--- src/rtl/stream_bank_responder.sv ---
// stream_bank_responder: per-bank round-robin arbitration of one stream's AGE
// requests onto registered single-port SRAM bank strobes, with load data return.
module stream_bank_responder #(
  parameter int N_AGE     = 4,
  parameter int N_BANKS   = 4,
  parameter int NBIT_ADDR = 12,
  parameter int NBIT_DATA = 32,
  parameter int NBIT_CNT  = 16
) (
  input  logic                           clk_i,
  input  logic                           rst_i,
  input  logic [N_AGE-1:0]               age_valid_i,
  input  logic [N_AGE-1:0]               age_lns_i,
  input  logic [N_AGE*NBIT_ADDR-1:0]     age_addr_i,
  input  logic [N_AGE*N_BANKS-1:0]       age_bank_i,
  input  logic [N_AGE*NBIT_DATA-1:0]     age_wdata_i,
  output logic [N_AGE-1:0]               age_gnt_o,
  output logic [N_AGE-1:0]               age_rvalid_o,
  output logic [N_AGE*NBIT_DATA-1:0]     age_rdata_o,
  output logic [N_BANKS-1:0]             bank_req_o,
  output logic [N_BANKS-1:0]             bank_we_o,
  output logic [N_BANKS*NBIT_ADDR-1:0]   bank_addr_o,
  output logic [N_BANKS*NBIT_DATA-1:0]   bank_wdata_o,
  input  logic [N_BANKS*NBIT_DATA-1:0]   bank_rdata_i,
  input  logic                           cnt_clear_i,
  output logic [NBIT_CNT-1:0]            conflict_cnt_o,
  output logic                           bank_err_o
);

  localparam int PW = (N_AGE > 1) ? $clog2(N_AGE) : 1;
  localparam logic [PW-1:0] LAST = PW'(N_AGE - 1);

  logic [N_BANKS-1:0]   bank_of  [N_AGE];
  logic [NBIT_ADDR-1:0] addr_of  [N_AGE];
  logic [NBIT_DATA-1:0] wdata_of [N_AGE];
  logic [N_AGE-1:0]     elig;
  logic [N_AGE-1:0]     bad;

  for (genvar a = 0; a < N_AGE; a++) begin : g_age
    logic onehot;
    assign bank_of[a]  = age_bank_i[a*N_BANKS +: N_BANKS];
    assign addr_of[a]  = age_addr_i[a*NBIT_ADDR +: NBIT_ADDR];
    assign wdata_of[a] = age_wdata_i[a*NBIT_DATA +: NBIT_DATA];
    assign onehot = (bank_of[a] != '0) &&
                    ((bank_of[a] & (bank_of[a] - 1'b1)) == '0);
    assign elig[a] = age_valid_i[a] & onehot;
    assign bad[a]  = age_valid_i[a] & ~onehot;
  end

  logic [PW-1:0]      ptr     [N_BANKS];
  logic [PW-1:0]      win_idx [N_BANKS];
  logic [N_BANKS-1:0] win_v;
  logic [N_AGE-1:0]   gnt;
  logic [PW-1:0]      scan;
  logic               denied;

  // Scan N_AGE slots starting at ptr; wrap is an explicit compare.
  always_comb begin
    win_v = '0;
    gnt   = '0;
    scan  = '0;
    for (int b = 0; b < N_BANKS; b++) begin
      win_idx[b] = '0;
      scan = ptr[b];
      for (int k = 0; k < N_AGE; k++) begin
        if (!win_v[b] && elig[scan] && bank_of[scan][b]) begin
          win_v[b]   = 1'b1;
          win_idx[b] = scan;
        end
        scan = (scan == LAST) ? '0 : scan + 1'b1;
      end
      if (win_v[b]) gnt[win_idx[b]] = 1'b1;
    end
  end

  assign age_gnt_o = gnt;
  assign denied    = |(elig & ~gnt);

  logic [N_BANKS-1:0] t1_v;
  logic [N_BANKS-1:0] t2_v;
  logic [PW-1:0]      t1_idx [N_BANKS];
  logic [PW-1:0]      t2_idx [N_BANKS];

  always_ff @(posedge clk_i or posedge rst_i) begin
    if (rst_i) begin
      for (int b = 0; b < N_BANKS; b++) begin
        ptr[b]    <= '0;
        t1_idx[b] <= '0;
        t2_idx[b] <= '0;
      end
      bank_req_o     <= '0;
      bank_we_o      <= '0;
      bank_addr_o    <= '0;
      bank_wdata_o   <= '0;
      t1_v           <= '0;
      t2_v           <= '0;
      conflict_cnt_o <= '0;
      bank_err_o     <= 1'b0;
    end else begin
      bank_req_o <= win_v;
      t2_v       <= t1_v;
      for (int b = 0; b < N_BANKS; b++) begin
        bank_we_o[b] <= win_v[b] & ~age_lns_i[win_idx[b]];
        t1_v[b]      <= win_v[b] & age_lns_i[win_idx[b]];
        t1_idx[b]    <= win_idx[b];
        t2_idx[b]    <= t1_idx[b];
        if (win_v[b]) begin
          ptr[b] <= (win_idx[b] == LAST) ? '0 : win_idx[b] + 1'b1;
          bank_addr_o[b*NBIT_ADDR +: NBIT_ADDR]  <= addr_of[win_idx[b]];
          bank_wdata_o[b*NBIT_DATA +: NBIT_DATA] <= wdata_of[win_idx[b]];
        end
      end
      if (cnt_clear_i)
        conflict_cnt_o <= '0;
      else if (denied && !(&conflict_cnt_o))
        conflict_cnt_o <= conflict_cnt_o + 1'b1;
      if (|bad) bank_err_o <= 1'b1;
    end
  end

  // Return path: the t+2 tag steers its bank's read data to the winner.
  always_comb begin
    age_rvalid_o = '0;
    age_rdata_o  = '0;
    for (int a = 0; a < N_AGE; a++) begin
      for (int b = 0; b < N_BANKS; b++) begin
        if (t2_v[b] && t2_idx[b] == PW'(a)) begin
          age_rvalid_o[a] = 1'b1;
          age_rdata_o[a*NBIT_DATA +: NBIT_DATA] =
            bank_rdata_i[b*NBIT_DATA +: NBIT_DATA];
        end
      end
    end
  end

endmodule

--- config.mk ---
export PLATFORM = sky130hd
export DESIGN_NAME = stream_bank_responder
export DESIGN_NICKNAME = d
export VERILOG_FILES = /design/src/rtl/stream_bank_responder.sv
export SDC_FILE = /design/constraint.sdc
export NUM_CORES = 1
export LEC_CHECK = 0
export CAP_MARGIN = 40
export CORE_AREA = 8 8 254 256
export DETAILED_ROUTE_END_ITERATION = 10
export DIE_AREA = 0 0 262 264
export GPL_TIMING_DRIVEN = 0
export PLACE_DENSITY = 0.61
export SYNTH_ARGS = -nofsm -noshare
export SYNTH_HDL_FRONTEND = slang
export SYNTH_SLANG_ARGS = --single-unit
--- constraint.sdc ---
create_clock -name clk_i -period 8.2 [get_ports clk_i]
set_input_delay 1.23 -clock clk_i [delete_from_list [all_inputs] [get_ports clk_i]]
set_output_delay 1.23 -clock clk_i [all_outputs]
set_load 0.1 [all_outputs]
==> metrics.cfg <==
[finish]
areaGrowthSynthToFinish_pct=80.94
final_util_pct=58.56
drive_above_1_share_pct=14.22
nets=4201

[global_routing]
grt_pass1_vias=26900
grt_max_degree=112
grt_usage_pct=34.35
grt_pass1_wl_um=181400
grt_antenna_before_repair=50
grt-ovfl-total=0

[synth]
ys_seq_area_share_pct=29.63
syn_inst=2819
syn_area_mm2=0.01968
ys_async_sr_fraction_pct=100.0
ys_types=81
postSynthAreaPerCell_um2=6.981
ys_seq_elements=233
synth_ff_type=dfrtp_1
synth_edf_count=0
synth_nets=3165
ys_warn_count=0

[placed_design]
dp_hpwl_um=98660
io_buffers=662
pre_cts_ws_ns=0.4766
gp_routability_congestion=0.9737

[clocking]
cts_tree=yes
cts_resized=0
clockBufferDepth=3
cts.clk_slew.worst_paths_ns=0.06
clock_sinks=233
htree_levels=1
cts_buffers=28
post_cts.repair.setup_buffers=0
ctsRootBufferMaster=clkbuf_16
clk_latency_ns=0.58
cts_hold_buf=0

[detailed_routing]
viasPerCell=5.731
drt_iter0_drc=2730
routedWlPerCell_um=26.53
drc=0
finalWirelength_um=124700
ant_nets=0
vias=26930
drt_pre_antenna_iters=7

[floorplan]
die-area_mm2=0.06917
die_y_um=264
pin_count=668
num_rows=91
die_w_um=262
core_mm2=0.06080
start_util_pct=32.37

[setup_path]
crit_fanout=12
worst_path_largest_cell_delay_ns=0.69
cp_slowest_cell=clkdlybuf4s50_1
crit_chain=clkdlybuf4s50_1 -> nor4b_1 -> a211oi_2 -> buf_4 -> nor2_1 -> nand2_1 -> a22o_1 -> or2_1 -> a311oi_1 -> buf_2 -> buf_4 -> inv_1 -> ha_1 -> inv_1 -> o22ai_1 -> a221o_1 -> clkdlybuf4s50_1 -> buf_16
cp.arrival_ns=6.58
r2r_start=ptr[2]
end_kind=output pin
reg2reg_depth=20
crit_type=in -> out
cp.required_ns=6.97
regToRegEndpoint=conflict_cnt_o[6]
startpoint_type=input pin
rrSetupSlack_ns=2.46

[job]
maxCapViolCount=0

[timing]
finClkSkew_ns=0.01183
setup_slack_ns=0.3874
setup_viol_count_final=0
final_hold_viol_count=0
timing.fmax_mhz=128.0
tightest_slew_ns=0.9576
min_period_ns=7.813
rsz0062_at_grt=no
final.period_utilization_pct=95.28
final_max_slew_viol_count=0
max_slew_margin_pct=36.16

[status]
status=finished, final reports clean

[hold_path]
hold_path_end=t2_idx[0]
holdCritStartpoint=t1_idx[0]
min_path_type=reg -> reg
hold_depth=0

-- logic make-up after synthesis --
group	share of synthesized area [%]
muxes	13.63
xor gates and xnor gates	0.3560
AOI/OAI and AO/OA	23.71
DFF	29.63
buffers and inverters	5.608
adders and majority gates	0.9537
and+or+nand+nor	26.12
-- synth_stat cells (15+ instances only) --
library cell | instances | area (µm²)
nand2_1 | 709 | 2661
nor2_1 | 303 | 1137
nand3_1 | 112 | 560.5
inv_1 | 22 | 82.58
mux2_2 | 106 | 1194
buf_2 | 15 | 75.07
a22oi_1 | 131 | 983.4
o21ai_1 | 45 | 225.2
buf_1 | 34 | 127.6
clkbuf_1 | 178 | 668.1
o21ai_0 | 408 | 2042
mux2i_1 | 143 | 1431
dfrtp_1 | 233 | 5831
ha_1 | 15 | 187.7
a21oi_1 | 147 | 735.7
-- layout by cell type, fill, tap and decap left out, drive strengths merged, types with 15 or more instances in the layout --
cell,netlist,final
a22oi,131,131
diode,0,34
buf,64,408
nand2,710,710
inv,27,27
nor2,304,304
mux2,111,111
clkbuf,178,218
mux2i,143,143
nand3,112,112
ha,15,15
dfrtp,233,233
o21ai,454,454
clkdlybuf4s50,0,662
a21oi,147,147
-- flip-flops by register name, summed over array words and instances, names as in the netlist --
register,flops
t2_v,4
bank_addr_o,48
bank_err_o,1
t1_v,4
bank_req_o,4
bank_wdata_o,128
t1_idx,8
t2_idx,8
ptr,8
conflict_cnt_o,16
bank_we_o,4
-- worst max-delay path by stage --
stage,from,slack [ns],end,cells after the start
final,age_bank_i[11],0.39,age_gnt_o[2],18
after global routing,age_bank_i[11],0.19,age_gnt_o[2],18
after CTS,age_bank_i[11],0.46,age_gnt_o[2],18
after detailed placement,age_bank_i[11],0.48,age_gnt_o[2],18
after global placement,rst_i,-3.17,bank_addr_o[25],2
after floorplan,rst_i,0.58,bank_addr_o[0],1
-- worst max-delay path, delay by kind of cell --
kind / cells / cell delay (ns)
AO/OA/AOI/OAI: 5 / 1.41
adder cells (fa/ha/maj): 1 / 0.21
buffers and inverters: 8 / 2.68
AND/OR/NAND/NOR: 4 / 1.03
-- stage by stage --
stage | instance area (µm²) | TNS, ns | std cells | hold WS (ns)
global placement | 27290 | -725.96 | 4271 | 0.3346
finish | 35610 | 0 | 4699 | 0.3461
global route | 35590 | 0 | 4690 | 0.3602
detailed placement | 34550 | 0 | 4615 | 0.3347
CTS | 35520 | 0 | 4665 | 0.3479
floorplan | 19680 | 0 | 2819 | 0.3312
-- routing by layer --
| layer | track usage [%] | routed length, µm | vias up |
|---|---|---|---|
| li1 | - | - | 11930 |
| met1 | 38.18 | 44250 | 12800 |
| met2 | 59.06 | 60610 | 1742 |
| met3 | 8.062 | 11970 | 423 |
| met4 | 20.53 | 7660 | 26 |
| met5 | 0 | 177 | - |
-- final cells by class --
| type | instances | area, µm² |
|---|---|---|
| clock inverters | 10 | 156.4 |
| flip-flops and latches | 233 | 5831 |
| diodes | 34 | 85.08 |
| plain buffers | 242 | 1002 |
| repair buffers | 1006 | 13870 |
| well taps | 790 | 988.4 |
| clock buffers | 40 | 817.0 |
| inverters | 27 | 108.9 |
| fillers | 5303 | 25190 |
| multi-input cells | 2317 | 12740 |
Power is left out: the tool's default activity adds up to more than one toggle a clock period on the data nets, which glitch-free logic cannot reach.
